### src/rtl/fft_helpers_sine_stream.sv
// fft_helpers_sine_stream: streams bursts of fixed-point sine samples from an
// elaboration-time table, stepping the phase by a configurable increment.
module fft_helpers_sine_stream #(
    parameter int N = 8,   // table length, power of two, >= 2
    parameter int W = 32,  // sample width, two's complement
    parameter int D = 16   // fractional bits
) (
    input  logic                 clk,
    input  logic                 reset,
    input  logic                 cfg_val,
    output logic                 cfg_rdy,
    input  logic [$clog2(N)-1:0] cfg_step,
    input  logic [15:0]          cfg_count,
    output logic                 send_val,
    input  logic                 send_rdy,
    output logic [W-1:0]         send_msg,
    output logic [$clog2(N)-1:0] send_idx,
    output logic                 send_last
);

    localparam int  IW = $clog2(N);
    localparam real PI = 3.14159265358979323846;

    // Parameter sanity checks at elaboration time.
    if ((D >= 32) || (D >= W)) begin : g_bad_d
        $error("fft_helpers_sine_stream: D must be < 32 and < W");
    end
    if ((N < 2) || ((N & (N - 1)) != 0)) begin : g_bad_n
        $error("fft_helpers_sine_stream: N must be a power of two >= 2");
    end

    // Table entry i = round(sin(2*pi*i/N) * 2^D), ties away from zero.
    // The angle is folded into the first quadrant by integer symmetry so the
    // exact zeros and the +/-1.0 peaks come out exact, then a Taylor series
    // evaluates the residual angle (<= pi/2) in double precision.
    function automatic logic [W-1:0] sine_entry(input int idx);
        real                 x;
        real                 term;
        real                 acc;
        real                 scale;
        int                  j;
        logic                neg;
        longint              mag;
        logic signed [W-1:0] res;
        j   = idx;
        neg = 1'b0;
        if ((32'sd2 * j) >= N) begin
            j   = j - (N / 32'sd2);
            neg = 1'b1;
        end
        if ((32'sd4 * j) > N) begin
            j = (N / 32'sd2) - j;
        end
        x    = 2.0 * PI * real'(j) / real'(N);
        acc  = 0.0;
        term = x;
        for (int k = 1; k <= 12; k++) begin
            acc  = acc + term;
            term = -term * x * x / real'((32'sd2 * k) * (32'sd2 * k + 32'sd1));
        end
        scale = 1.0;
        for (int k = 0; k < D; k++) begin
            scale = scale * 2.0;
        end
        // real-to-integer conversion rounds to nearest, ties away from zero
        mag = longint'(acc * scale);
        if (neg) begin
            mag = -mag;
        end
        res = W'(mag);
        return res;
    endfunction

    logic [W-1:0] table_s [N];

    for (genvar g = 0; g < N; g++) begin : g_table
        localparam logic [W-1:0] ENTRY = sine_entry(g);
        assign table_s[g] = ENTRY;
    end

    typedef enum logic [0:0] {
        IDLE = 1'b0,
        RUN  = 1'b1
    } state_e;

    state_e          state_q, state_d;
    logic [IW-1:0]   phase_q, phase_d;
    logic [IW-1:0]   step_q,  step_d;
    logic [15:0]     remaining_q, remaining_d;

    // State registers with synchronous active-high reset.
    always_ff @(posedge clk) begin
        if (reset) begin
            state_q     <= IDLE;
            phase_q     <= '0;
            step_q      <= '0;
            remaining_q <= 16'd0;
        end else begin
            state_q     <= state_d;
            phase_q     <= phase_d;
            step_q      <= step_d;
            remaining_q <= remaining_d;
        end
    end

    // Next-state logic and handshake outputs for the IDLE/RUN controller.
    always_comb begin
        state_d     = state_q;
        phase_d     = phase_q;
        step_d      = step_q;
        remaining_d = remaining_q;
        cfg_rdy     = 1'b0;
        send_val    = 1'b0;
        send_last   = 1'b0;
        case (state_q)
            IDLE: begin
                cfg_rdy = 1'b1;
                if (cfg_val && (cfg_count != 16'd0)) begin
                    step_d      = cfg_step;
                    remaining_d = cfg_count;
                    phase_d     = '0;
                    state_d     = RUN;
                end else begin
                    // zero-length request completes the handshake with no samples
                    state_d = IDLE;
                end
            end
            RUN: begin
                send_val  = 1'b1;
                send_last = (remaining_q == 16'd1);
                if (send_rdy) begin
                    phase_d     = phase_q + step_q;
                    remaining_d = remaining_q - 16'd1;
                    if (remaining_q == 16'd1) begin
                        state_d = IDLE;
                    end else begin
                        state_d = RUN;
                    end
                end else begin
                    state_d = RUN;
                end
            end
            default: begin
                state_d = IDLE;
            end
        endcase
    end

    // Sample data path: table lookup on the registered phase, zero while idle.
    always_comb begin
        send_idx = '0;
        send_msg = '0;
        if (state_q == RUN) begin
            send_idx = phase_q;
            send_msg = table_s[phase_q];
        end else begin
            send_idx = '0;
            send_msg = '0;
        end
    end

endmodule

### config.mk
export PLATFORM = sky130hd
export DESIGN_NAME = fft_helpers_sine_stream
export DESIGN_NICKNAME = d
export VERILOG_FILES = /design/src/rtl/fft_helpers_sine_stream.sv
export SDC_FILE = /design/constraint.sdc
export NUM_CORES = 1
export LEC_CHECK = 0
export CAP_MARGIN = 30
export CORE_AREA = 2 2 76 64
export DETAILED_ROUTE_END_ITERATION = 7
export DIE_AREA = 0 0 78 66
export PLACE_DENSITY = 0.67
export SYNTH_ARGS = -nofsm -noshare
export SYNTH_HDL_FRONTEND = slang
export SYNTH_SLANG_ARGS = --single-unit
### constraint.sdc
create_clock -name clk -period 2.7 [get_ports clk]
set_input_delay 0.54 -clock clk [delete_from_list [all_inputs] [get_ports clk]]
set_output_delay 0.54 -clock clk [all_outputs]
set_load 0.005 [all_outputs]
==> summary.md <==
| Metric | Value |
|---|---|
| Period utilisation layout | `between 90 and 100%` |
| Combinational fraction of design power | `between 30 and 40%` |
| Dominant cell type by area after synthesis | `dfxtp_1` |
| Hold path startpoint | `remaining_q[14]` |
| Worst Tran Pin Value | `approximately 820 ps` |
| Asr flop ratio synth | `0%` |
| I/O Pins | `61` |
| Adder-Cell Fraction of Synth Area | `3.38%` |
| Worst Clk Skew | `roughly 1.8 ps` |
| P per Cell Area | `between 400 and 500 nW/um^2` |
| Compound-Gate Fraction of Synth Area | `around a fifth` |
| Critical Path AT | `1910 ps` |
| Peak VDD IR | `between 0.2 and 0.3 mV` |
| Simple-gate portion of the synthesized area | `a little over a quarter` |
| Status | `completed` |
| Setup_tns | `0 ps` |
| YS warnings | `0` |
| Clock transition at the registers of the reported paths | `approximately 90 ps` |
| Vias in the first global route | `around 1,400` |
| Setup-failing EPs final | `0` |
| Final nets | `about 280` |
| Unrepaired setup endpoints after global routing | `false` |
| CP Launch Type | `register` |
| H-tree lvl count | `1` |
| Initial Utilization | `around 39%` |
| Clock Path Buffers | `2` |
| Minimum clock period | `between 2000 and 2500 ps` |
| Die Ht | `roughly 66 microns` |
| Syn Inst Count | `around 220` |
| Routability-driven placement congestion ratio | `0.843` |
| Top post-synthesis cells by area | `dfxtp_1 27%, buf_4 12%, a21oi_1 7.4%` |
| 1st-iter DRT viols | `~150` |
| Max Cap Viol | `0` |
| Num rows | `22` |
| Max_slew headroom | `between 40 and 50%` |
| Total CTS buffers | `3` |
| Final Max Slew Viols | `0` |
| GRT Util Overall | `between 10% and 20%` |
| Largest family of logic cells by synthesized area | `simple AND/OR/NAND/NOR gates` |
| Pleak | `~0.8 nW` |
| Switching Fraction | `33.8%` |
| Fmax | `just over 0.4 GHz` |
| Antenna Diode Count | `0` |
| Critical Path Fanout Max | `2` |
| Root buf cell | `clkbuf_8` |
| Top cell type's share of synthesized area | `27.1%` |
| Synth top cells by count | `28 x buf_4, 25 x a21oi_1, 23 x dfxtp_1, 22 x nor2_1, 9 x nand2_1` |
| Mux contribution to synthesized area | `under 10%` |
| Post-DP HPWL | `3.00 mm` |
| Die Wd | `slightly below 80 microns` |
| Avg Cell Area, Syn | `around 7.9 sq um` |
| Worst EP required | `2160 ps` |
| Via density | `between 5 and 6` |
| Synth Area in XOR/XNOR | `under 10%` |
| Synth Net Count | `~240` |
| Sink Count | `23` |
| Skew-Pair Late Insertion Delay | `around 270 ps` |
| Clock network power share | `23.6%` |
| Residual DRC | `0` |
| Flop pwr share | `a little over two fifths` |
| Launching point of the worst reg2reg path | `remaining_q[0]` |
| Hold Vio Cnt, Final | `0` |
| P_int | `about 0.63 mW` |
| Vias | `approximately 1,600` |
| CP endpoint kind | `output pin` |
| First-pass GRT wire length | `just under 7 mm` |
| Post-DRT Antenna Nets | `0` |
| Synth Register Bits | `23` |
| EDFF count, synth | `0` |
| Post-Layout Inst Area | `~2200 sq um` |
| Post-CTS Hold Fix Bufs | `0` |
| CTS tree | `built` |
| Netlist Area Pre-Place | `between 1500 and 2000 sq um` |
| Cell with the most instances after synthesis | `buf_4` |
| NetSw | `approximately 0.32 mW` |
| Die ar. | `between 5000 and 6000 sq um` |
| Grt total ovfl | `0` |
| Core Box Area | `between 4000 and 5000 sq um` |
| CP Class | `register to output pin` |
| Antenna violations before repair | `0` |
| HP Class | `register to register` |
| Largest net degree at the start of global routing | `33` |
| # port buffers | `60` |
| Critical Path Start | `remaining_q[10]` |
| Placed cell area | `2180 sq um` |
| Layout Area Growth over Synthesis | `32.3%` |
| Seq/Total Area, Yosys | `27.1%` |
| Dominant synthesized flop cell | `dfxtp_1` |
| Distinct cell type count after synthesis | `43` |
| Drt first pass iters | `4` |
| Layout cells sized above 1 | `between 10% and 20%` |
| Final WL | `between 4 and 5 mm` |
| Wire length per cell | `13.7 microns` |
[final cells by class]
| cell class | instances | area, sq um |
|---|---|---|
| Multi-Input combinational cell | 144 | 950 |
| Inverter | 8 | 30.0 |
| Clock buffer | 3 | 41.3 |
| Tap cell | 60 | 75.1 |
| Fill cell | 420 | 2150 |
| Clock inverter | 1 | 5.00 |
| Sequential cell | 23 | 462 |
| Timing Repair Buffer | 70 | 687 |
[critical path: stages, from the launching register on]
cell           delay (ps)
dfxtp_2               340
or4_4                 540
and4bb_2              350
and3_4                190
dlygate4sd2_1         220
[worst paths after layout]
path                                   endpoint  slack (ps)  depth (start not counted)
worst min register to register  remaining_q[14]         500                          2
worst min-delay path            remaining_q[14]         500                          2
worst max-delay path                  send_last         250                          4
worst max register to register   remaining_q[8]         670                          6
[layout by cell type (no fill, tap or decap), types with 6 or more instances in the layout]
master / instances
nand2_1: 9
dfxtp_1: 22
clkdlybuf4s50_1: 59
inv_1: 8
buf_4: 9
nor2_1: 22
o21ai_0: 7
a21oi_1: 25
nand2b_1: 7
o32ai_1: 6
mux2i_1: 6
[per-layer routing]
metal  track usage (%)  vias to the layer above  part of all wire [%]
met4              2.41                        0                  0.64
met5                 0                        -                     0
met3              3.42                        4                   4.2
li1                  -                      799                     -
met2              27.3                       42                    47
met1              22.4                      739                    48
[what timing repair did]
| item | in CTS | in global routing |
|---|---|---|
| endpoints found under the setup margin | 1 | 0 |
| setup buffers | 2 | 0 |
| endpoints found under the hold margin | 0 | 0 |
| resized for setup | 3 | 0 |
[through the flow]
stage                     hold slack, ps  cells  setup WS (ps)  power, mW  utilization (%)
after floorplan                      454    216            196      0.618                -
after global routing                 523    309            141       1.01             51.1
after CTS                            502    309            254      0.958             51.1
after global placement               476    303            224      0.717             49.6
after detailed placement             489    303            199      0.721             49.6
final                                499    309            250      0.956             51.1
[registers in the layout, indices dropped and copies added, names as in the netlist]
register	count
remaining_q	16
phase_q	3
step_q	3
state_q	1
[logic make-up (layout without fill, tap and decap cells)]
kind of cell,Yosys count,count (layout)
and+or+nand+nor,77,77
AOI/OAI and AO/OA,55,55
buffers and inverters,49,82
DFF,23,23
muxes,6,6
adders and majority gates,4,4
xor gates and xnor gates,2,2
[power groups by stage]
stage	logic (mW)	registers (mW)	clock network (mW)
6_report	0.331	0.399	0.226
5_1_grt	0.365	0.404	0.242
4_1_cts	0.329	0.399	0.230
3_5_place_dp	0.314	0.407	0
3_3_place_gp	0.310	0.406	0
2_1_floorplan	0.220	0.398	0
Power figures use the tool's default switching activity.
